[config.mk]
export PLATFORM = sky130hd
export DESIGN_NAME = systolic_feed_ctrl_flat
export DESIGN_NICKNAME = d
export VERILOG_FILES = /design/src/rtl/systolic_feed_if.sv /design/src/rtl/systolic_feed_ctrl.sv /design/src/flat_wrapper.sv
export SDC_FILE = /design/constraint.sdc
export NUM_CORES = 1
export LEC_CHECK = 0
export BUFFER_PORTS_ARGS = -buffer_cell sky130_fd_sc_hd__buf_2
export CORE_ASPECT_RATIO = 0.7
export CORE_MARGIN = 2
export CORE_UTILIZATION = 55
export DETAILED_ROUTE_END_ITERATION = 8
export HOLD_SLACK_MARGIN = 0.02
export PLACE_DENSITY = 0.79
export SYNTH_ARGS = -nofsm -noshare
export SYNTH_HDL_FRONTEND = slang
export SYNTH_SLANG_ARGS = --single-unit
[constraint.sdc]
create_clock -name clk -period 16.6 [get_ports clk]
set_clock_uncertainty 0.1 [all_clocks]
set_input_delay 3.32 -clock clk [delete_from_list [all_inputs] [get_ports clk]]
set_output_delay 3.32 -clock clk [all_outputs]
set_load 0.01 [all_outputs]
[src/rtl/systolic_feed_if.sv]
// Load-port bundle for systolic_feed_ctrl: one A row or B column per accepted beat.
interface systolic_feed_if #(
  parameter int DATA_BIT = 8
);
  logic                  ld_valid;
  logic                  ld_ready;
  logic                  ld_sel;
  logic [1:0]            ld_idx;
  logic [4*DATA_BIT-1:0] ld_data;

  modport master (output ld_valid, ld_sel, ld_idx, ld_data, input ld_ready);
  modport slave  (input ld_valid, ld_sel, ld_idx, ld_data, output ld_ready);
endinterface

[src/rtl/systolic_feed_ctrl.sv]
// Job sequencer for a 4x4 output-stationary systolic array: buffers A/B, clears, feeds with skew, drains.
// Optional macro SA_CTRL_JOB_CNT_EN builds a saturating completed-job counter on job_cnt.
module systolic_feed_ctrl #(
  parameter int DATA_BIT     = 8,
  parameter int DRAIN_CYCLES = 4
) (
  input  logic                clk,
  input  logic                rst,
  systolic_feed_if.slave      ld,
  input  logic                start,
  output logic                busy,
  output logic                done,
  output logic                arr_rst,
  output logic [DATA_BIT-1:0] west0,
  output logic [DATA_BIT-1:0] west4,
  output logic [DATA_BIT-1:0] west8,
  output logic [DATA_BIT-1:0] west12,
  output logic [DATA_BIT-1:0] north0,
  output logic [DATA_BIT-1:0] north1,
  output logic [DATA_BIT-1:0] north2,
  output logic [DATA_BIT-1:0] north3,
  output logic [15:0]         job_cnt
);

  typedef enum logic [2:0] {
    ST_IDLE  = 3'd0,
    ST_CLR   = 3'd1,
    ST_FEED  = 3'd2,
    ST_DRAIN = 3'd3,
    ST_DONE  = 3'd4
  } state_t;

  localparam logic [3:0] DRAIN_LAST = 4'(DRAIN_CYCLES - 1);
  localparam logic [3:0] STEP_LAST  = 4'd9;

  state_t              state_r, state_nx_s;
  logic [3:0]          step_r, step_nx_s;
  logic [3:0]          drain_r, drain_nx_s;
  logic [3:0]          diff_s [4];
  logic                busy_r, done_r, clr_r, ready_r;
  logic                ld_acc_s;
  logic [DATA_BIT-1:0] a_buf_r [4][4];
  logic [DATA_BIT-1:0] b_buf_r [4][4];
  logic [DATA_BIT-1:0] west_r [4], west_nx_s [4];
  logic [DATA_BIT-1:0] north_r [4], north_nx_s [4];

  assign ld_acc_s = ld.ld_valid & ready_r;

  // Next-state logic: one CLR cycle, ten feed steps, DRAIN_CYCLES of drain, one DONE cycle.
  always_comb begin
    state_nx_s = state_r;
    step_nx_s  = step_r;
    drain_nx_s = drain_r;
    case (state_r)
      ST_IDLE: begin
        if (start) state_nx_s = ST_CLR;
        else       state_nx_s = ST_IDLE;
      end
      ST_CLR: begin
        state_nx_s = ST_FEED;
        step_nx_s  = 4'd0;
      end
      ST_FEED: begin
        if (step_r == STEP_LAST) begin
          state_nx_s = ST_DRAIN;
          step_nx_s  = 4'd0;
          drain_nx_s = 4'd0;
        end else begin
          step_nx_s = step_r + 4'd1;
        end
      end
      ST_DRAIN: begin
        if (drain_r == DRAIN_LAST) state_nx_s = ST_DONE;
        else                       drain_nx_s = drain_r + 4'd1;
      end
      ST_DONE:  state_nx_s = ST_IDLE;
      default:  state_nx_s = ST_IDLE;
    endcase
  end

  // Skewed feed values for the upcoming cycle: row/column i lags the step by i.
  always_comb begin
    for (int i = 0; i < 4; i++) begin
      diff_s[i]     = step_nx_s - 4'(i);
      west_nx_s[i]  = {DATA_BIT{1'b0}};
      north_nx_s[i] = {DATA_BIT{1'b0}};
      if ((state_nx_s == ST_FEED) && (step_nx_s >= 4'(i)) && (diff_s[i] <= 4'd3)) begin
        west_nx_s[i]  = a_buf_r[i][diff_s[i][1:0]];
        north_nx_s[i] = b_buf_r[diff_s[i][1:0]][i];
      end else begin
        west_nx_s[i]  = {DATA_BIT{1'b0}};
        north_nx_s[i] = {DATA_BIT{1'b0}};
      end
    end
  end

  // State, counters and registered outputs derived from the next state.
  always_ff @(posedge clk or posedge rst) begin
    if (rst) begin
      state_r <= ST_IDLE;
      step_r  <= 4'd0;
      drain_r <= 4'd0;
      busy_r  <= 1'b0;
      done_r  <= 1'b0;
      clr_r   <= 1'b0;
      ready_r <= 1'b1;
      for (int i = 0; i < 4; i++) begin
        west_r[i]  <= {DATA_BIT{1'b0}};
        north_r[i] <= {DATA_BIT{1'b0}};
      end
    end else begin
      state_r <= state_nx_s;
      step_r  <= step_nx_s;
      drain_r <= drain_nx_s;
      busy_r  <= (state_nx_s == ST_CLR) || (state_nx_s == ST_FEED) || (state_nx_s == ST_DRAIN);
      done_r  <= (state_nx_s == ST_DONE);
      clr_r   <= (state_nx_s == ST_CLR);
      ready_r <= (state_nx_s == ST_IDLE);
      for (int i = 0; i < 4; i++) begin
        west_r[i]  <= west_nx_s[i];
        north_r[i] <= north_nx_s[i];
      end
    end
  end

  // Operand buffers: A stored by row, B stored by column index; only rst clears them.
  always_ff @(posedge clk or posedge rst) begin
    if (rst) begin
      for (int r = 0; r < 4; r++) begin
        for (int c = 0; c < 4; c++) begin
          a_buf_r[r][c] <= {DATA_BIT{1'b0}};
          b_buf_r[r][c] <= {DATA_BIT{1'b0}};
        end
      end
    end else if (ld_acc_s) begin
      for (int k = 0; k < 4; k++) begin
        if (ld.ld_sel) b_buf_r[k][ld.ld_idx] <= ld.ld_data[k*DATA_BIT +: DATA_BIT];
        else           a_buf_r[ld.ld_idx][k] <= ld.ld_data[k*DATA_BIT +: DATA_BIT];
      end
    end
  end

`ifdef SA_CTRL_JOB_CNT_EN
  logic [15:0] job_cnt_r;

  // Completed-job counter, saturating at all-ones.
  always_ff @(posedge clk or posedge rst) begin
    if (rst) begin
      job_cnt_r <= 16'd0;
    end else if ((state_r == ST_DONE) && (job_cnt_r != 16'hFFFF)) begin
      job_cnt_r <= job_cnt_r + 16'd1;
    end
  end

  assign job_cnt = job_cnt_r;
`else
  assign job_cnt = 16'h0000;
`endif

  // The array reset follows the global reset asynchronously as well as the CLR cycle.
  assign arr_rst     = rst | clr_r;
  assign busy        = busy_r;
  assign done        = done_r;
  assign ld.ld_ready = ready_r;
  assign west0       = west_r[0];
  assign west4       = west_r[1];
  assign west8       = west_r[2];
  assign west12      = west_r[3];
  assign north0      = north_r[0];
  assign north1      = north_r[1];
  assign north2      = north_r[2];
  assign north3      = north_r[3];

endmodule
[src/flat_wrapper.sv]
// flat-port wrapper written by rule: the top's interface ports become plain ports
module systolic_feed_ctrl_flat 
#(
  parameter int DATA_BIT     = 8,
  parameter int DRAIN_CYCLES = 4
)
  (clk, rst, start, busy, done, arr_rst, west0, west4, west8, west12, north0, north1, north2, north3, job_cnt, ld_ld_valid, ld_ld_sel, ld_ld_idx, ld_ld_data, ld_ld_ready);
  systolic_feed_if #(.DATA_BIT(DATA_BIT)) ld_i ();
  input  logic clk;
  input  logic rst;
  input  logic start;
  output logic busy;
  output logic done;
  output logic arr_rst;
  output logic [DATA_BIT-1:0] west0;
  output logic [DATA_BIT-1:0] west4;
  output logic [DATA_BIT-1:0] west8;
  output logic [DATA_BIT-1:0] west12;
  output logic [DATA_BIT-1:0] north0;
  output logic [DATA_BIT-1:0] north1;
  output logic [DATA_BIT-1:0] north2;
  output logic [DATA_BIT-1:0] north3;
  output logic [15:0] job_cnt;
  input wire logic [$bits(ld_i.ld_valid)-1:0] ld_ld_valid;
  input wire logic [$bits(ld_i.ld_sel)-1:0] ld_ld_sel;
  input wire logic [$bits(ld_i.ld_idx)-1:0] ld_ld_idx;
  input wire logic [$bits(ld_i.ld_data)-1:0] ld_ld_data;
  output wire logic [$bits(ld_i.ld_ready)-1:0] ld_ld_ready;
  assign ld_i.ld_valid = ld_ld_valid;
  assign ld_i.ld_sel = ld_ld_sel;
  assign ld_i.ld_idx = ld_ld_idx;
  assign ld_i.ld_data = ld_ld_data;
  assign ld_ld_ready = ld_i.ld_ready;
  systolic_feed_ctrl #(.DATA_BIT(DATA_BIT), .DRAIN_CYCLES(DRAIN_CYCLES)) u_core (.clk(clk), .rst(rst), .ld(ld_i), .start(start), .busy(busy), .done(done), .arr_rst(arr_rst), .west0(west0), .west4(west4), .west8(west8), .west12(west12), .north0(north0), .north1(north1), .north2(north2), .north3(north3), .job_cnt(job_cnt));
endmodule
Yosys cells after proc, flatten, opt, wreduce, memory -nomap -nowiden
Cells that the tools add are included.
W data, S select, Z words.
Storage, ports and cells
  bits in registers: 335
  input port bits: 39
Operators by class
  $add $sub $neg: 5
  magnitude comparators: 14
  equality and inequality tests: 11
  muxes and demuxes: 66
  bitwise logic cells: 7
  reduce and logical (&&, ||, !) cells: 16
Operators by type and width (number)
  $mux W128: 7
  $bwmux W128: 4
  $bmux W32 S2: 4
  $demux W32 S2: 4
  $mux W8: 20
  $bwmux W32: 4
  $mux W32: 3
  $mux W24: 3
  $bmux W8 S2: 4
  $mux W16: 3
  $demux W8 S2: 1
  $le A4 B2 Y1 const B: 4
  $pmux W4 S2: 2
  $ge A3 B3 Y1 const B: 5
  $not A2 Y3: 5
  $eq A3 B2 Y1 const B: 4
  $mux W4: 3
  $pmux W3 S4: 1
  $logic_and A1 B1 Y1: 9
  $add A4 B1 Y4 const B: 2
  $ge A4 B1 Y1 const B: 2
  $ge A4 B2 Y1 const B: 2
  $sub A4 B2 Y4 const B: 2
  $eq A3 B1 Y1 const B: 2
  16 further kinds: 19

Longest topological paths before layout
  depth after elaboration: 16
  depth in mapped cells: 14

Worst setup path before layout
No wires, ideal clock.
  path kind: input to output
  start: in rst
  end: out arr_rst
  data arrival time: 3608 ps
  required time: 13180 ps
  slack: 9572 ps
  stages: 1
  buffers on the path: 0
  cells stage by stage: or2_2
Between the ends
  cells in the longest elaborated chain, start to end: 1
Ends and longest elaborated chain
  start, declared: line flat_wrapper.sv:10  | input logic rst;
  $or A1 B1 Y1: line systolic_feed_ctrl.sv:161  | assign arr_rst = rst | clr_r;
  end, declared: line flat_wrapper.sv:14  | output logic arr_rst;
Every way passes these cells.

Worst setup path in the final report
Ends and elaborated chain as after synthesis.

==> qor.yml <==
outcome:
  status: "complete, no violations"
logic_synthesis:
  synthTopCellsByCount: "dfrtp_1, mux2_2, mux4_2"
  syn_avg_cell_area_um2: 16.0
  ys_warn_count: 0
  ys_seq_area_frac: 0.583
  yosys.area.top_type: "dfrtp_1"
  syn_area_um2: 14400
  synthArstFlopShare: 1.00
  syn_inst: 899
  synth_most_common_cell: "dfrtp_1"
  ys_top_cells_by_area: "dfrtp_1, mux2_2, mux4_2"
  synth_top_area_share: 0.581
  synth_edf_count: 0
  synthDistinctLibCells: 53
  synthFlopType: "dfrtp_1"
  ys_seq_elements: 335
routing:
  vias: 8174
  dr_wl_met2_mm: 13.5
  detail_route.first_pass.iterations: 5
  wl_per_cell_um: 22.9
  routed_wl_mm: 31.3
  dr.max_layer_used: "met4"
  wl_met1_mm: 15.2
  route.met3.wl_mm: 2.17
  vias_per_cell: 5.98
  ant_nets: 0
  drcViolationCount: 0
  dr.first_iter.drc_count: 480
setup_path:
  reg2reg_depth: 11
  crit_fanout: 2
  r2r_setup_slack_ps: 12470
  worstPathRequired_ps: 13180
  cp.arrival_ps: 3860
  startpoint_type: "primary input"
  crit_path_start: "rst"
  worstSetupEndpointType: "output port"
  critPathKind: "primary input to output port"
  reg2reg_to: "u_core.north1[6]$_DFF_PP0_"
  reg2reg_from: "u_core.step_r[1]$_DFF_PP0_"
floorplan:
  die_w_um: 197
  io_pins: 123
  initial_utilization: 0.560
  die_h_um: 139
  rows: 49
  core_area_um2: 25700
  die_area_um2: 27500
sta:
  finalCritPeriodShare: 0.438
  rsz0062_at_grt: "false"
  worstMarginPinSlew_ps: 1190
  fin_ws_ps: 9320
  finalSetupTns_ps: 0
  fmax_ghz: 0.137
  whs_ps: 398
  slew_headroom: 0.210
  setup_violations: 0
  hold_viol: 0
  min_period_ps: 7280
  slew_violations: 0
pwr:
  combPwrFrac: 0.420
  switchingPower_w: 0.00123
  p_per_area_nw_per_um2: 224
  power.leakage_nw: 7.62
  vdd_ir_drop_max_v: 0.000161
  clockPowerShare: 0.211
  seq_power_share: 0.369
  p_int_w: 0.00242
  swShare: 0.336
cts:
  htree_levels: 2
  root_buffer: "clkbuf_16"
  postCtsSetupBuffers: 0
  cts.sinks: 335
  clock_latency_ps: 520
  clkSlewWorstSetupHoldPaths_ps: 60
  cts_made_buffers: 34
  ctsHoldBuffers: 0
  cts_resized: 0
  cts_tree: "yes"
  clk_path_buf_depth: 3
place:
  gp_congestion: 0.793
  place_ws_ps: 9320
  port_buffers: 106
  hpwl_mm: 19.6
global_route:
  grt_max_degree: 108
  grt_pass1_vias: 8503
  grt_overflow: 0
  antenna_found_initial: 3
  grt_use_total: 0.237
  grt_pass1_wl_mm: 49.5
worst_hold_path:
  hold_path_startpoint: "u_core.a_buf_r[27]$_DFFE_PP0P_"
  hp-class: "register to register"
  min_to: "u_core.a_buf_r[27]$_DFFE_PP0P_"
  hold_depth: 1
finish:
  finalNetCount: 1057
  drive_above_1_share: 0.486
  fill_cells: 1860
  area_delta_synth_final_pct: 13.1
  fin_util: 0.633
job:
  drv_cap: 0
-- worst max path at each step --
stage | to | slack, ps | depth (start not counted)
floorplan | u_core.a_buf_r[0]$_DFFE_PP0P_ | 3900 | 1
global placement | arr_rst | 9320 | 3
detailed placement | arr_rst | 9320 | 3
CTS | arr_rst | 9320 | 3
global route | arr_rst | 9300 | 3
finish | arr_rst | 9320 | 3
-- registers in the layout, indices dropped and copies added, names as in the netlist --
signal	flops
u_core.a_buf_r	128
u_core.b_buf_r	128
u_core.north0	8
u_core.north1	8
u_core.north2	8
u_core.north3	8
u_core.west0	8
u_core.west12	8
u_core.west4	8
u_core.west8	8
u_core.drain_r	4
u_core.step_r	4
u_core.state_r	3
u_core.busy	1
u_core.clr_r	1
u_core.done	1
u_core.ld.ld_ready	1
-- final cells by class --
cell class	count	area (um^2)	share of cell area
Antenna cell	1	2.50	0.000154
Clock buffer	51	1020	0.0625
Clock inverter	10	110	0.00677
Inverter	11	56.3	0.00346
Multi-Input combinational cell	502	5610	0.345
Sequential cell	335	8380	0.516
Tap cell	331	414	0.0255
Timing Repair Buffer	125	673	0.0414
-- power by group through the flow --
stage | clock, W | combinational, W | sequential (W)
floorplan | 0 | 0.00118 | 0.00131
finish | 0.000770 | 0.00153 | 0.00135
global placement | 0 | 0.00150 | 0.00133
CTS | 0.000783 | 0.00154 | 0.00134
detailed placement | 0 | 0.00153 | 0.00135
global route | 0.000815 | 0.00165 | 0.00139
-- per-stage QoR --
| stage | total power (W) | cell area, um^2 | cells |
|---|---|---|---|
| final | 0.00365 | 16300 | 1366 |
| after global routing | 0.00385 | 16300 | 1365 |
| after CTS | 0.00366 | 16300 | 1365 |
| after detailed placement | 0.00288 | 15100 | 1304 |
| after global placement | 0.00283 | 15100 | 1304 |
| after floorplan | 0.00249 | 14400 | 914 |
-- layout by cell type, fill, tap and decap left out, drive strengths merged, types with 5 or more instances in the layout --
cell type	n
clkbuf	51
a21oi	6
ha	9
o21ai	5
buf	125
nor2	14
mux2	256
nand2	10
conb	16
nor3b	34
mux4	64
inv	13
dfrtp	334
and3	16
and2	19
clkinv	6
nand3	7
-- cell families (layout without fill, tap and decap cells) --
| group | count (synthesis) | count (layout) | synth area share |
|---|---|---|---|
| flip-flops | 335 | 335 | 0.583 |
| multiplexers | 321 | 321 | 0.305 |
| AND/OR/NAND/NOR | 125 | 125 | 0.0547 |
| buffers and inverters | 77 | 197 | 0.0334 |
| AO/OA/AOI/OAI | 27 | 27 | 0.0137 |
| adder cells (fa/ha/maj) | 9 | 9 | 0.00783 |
| XOR/XNOR | 4 | 4 | 0.00244 |
| other | 1 | 17 | 0.000261 |
-- worst max-delay path, stage by stage --
cell	delay (ps)
buf_2	130
or2_2	260
buf_2	140
-- routing by layer --
layer	GRT usage	vias to the layer above
met4	0.0447	0
met2	0.340	248
met3	0.0584	35
met1	0.370	4404
li1	-	3487
met5	0	-
Power figures use the tool's default switching activity.
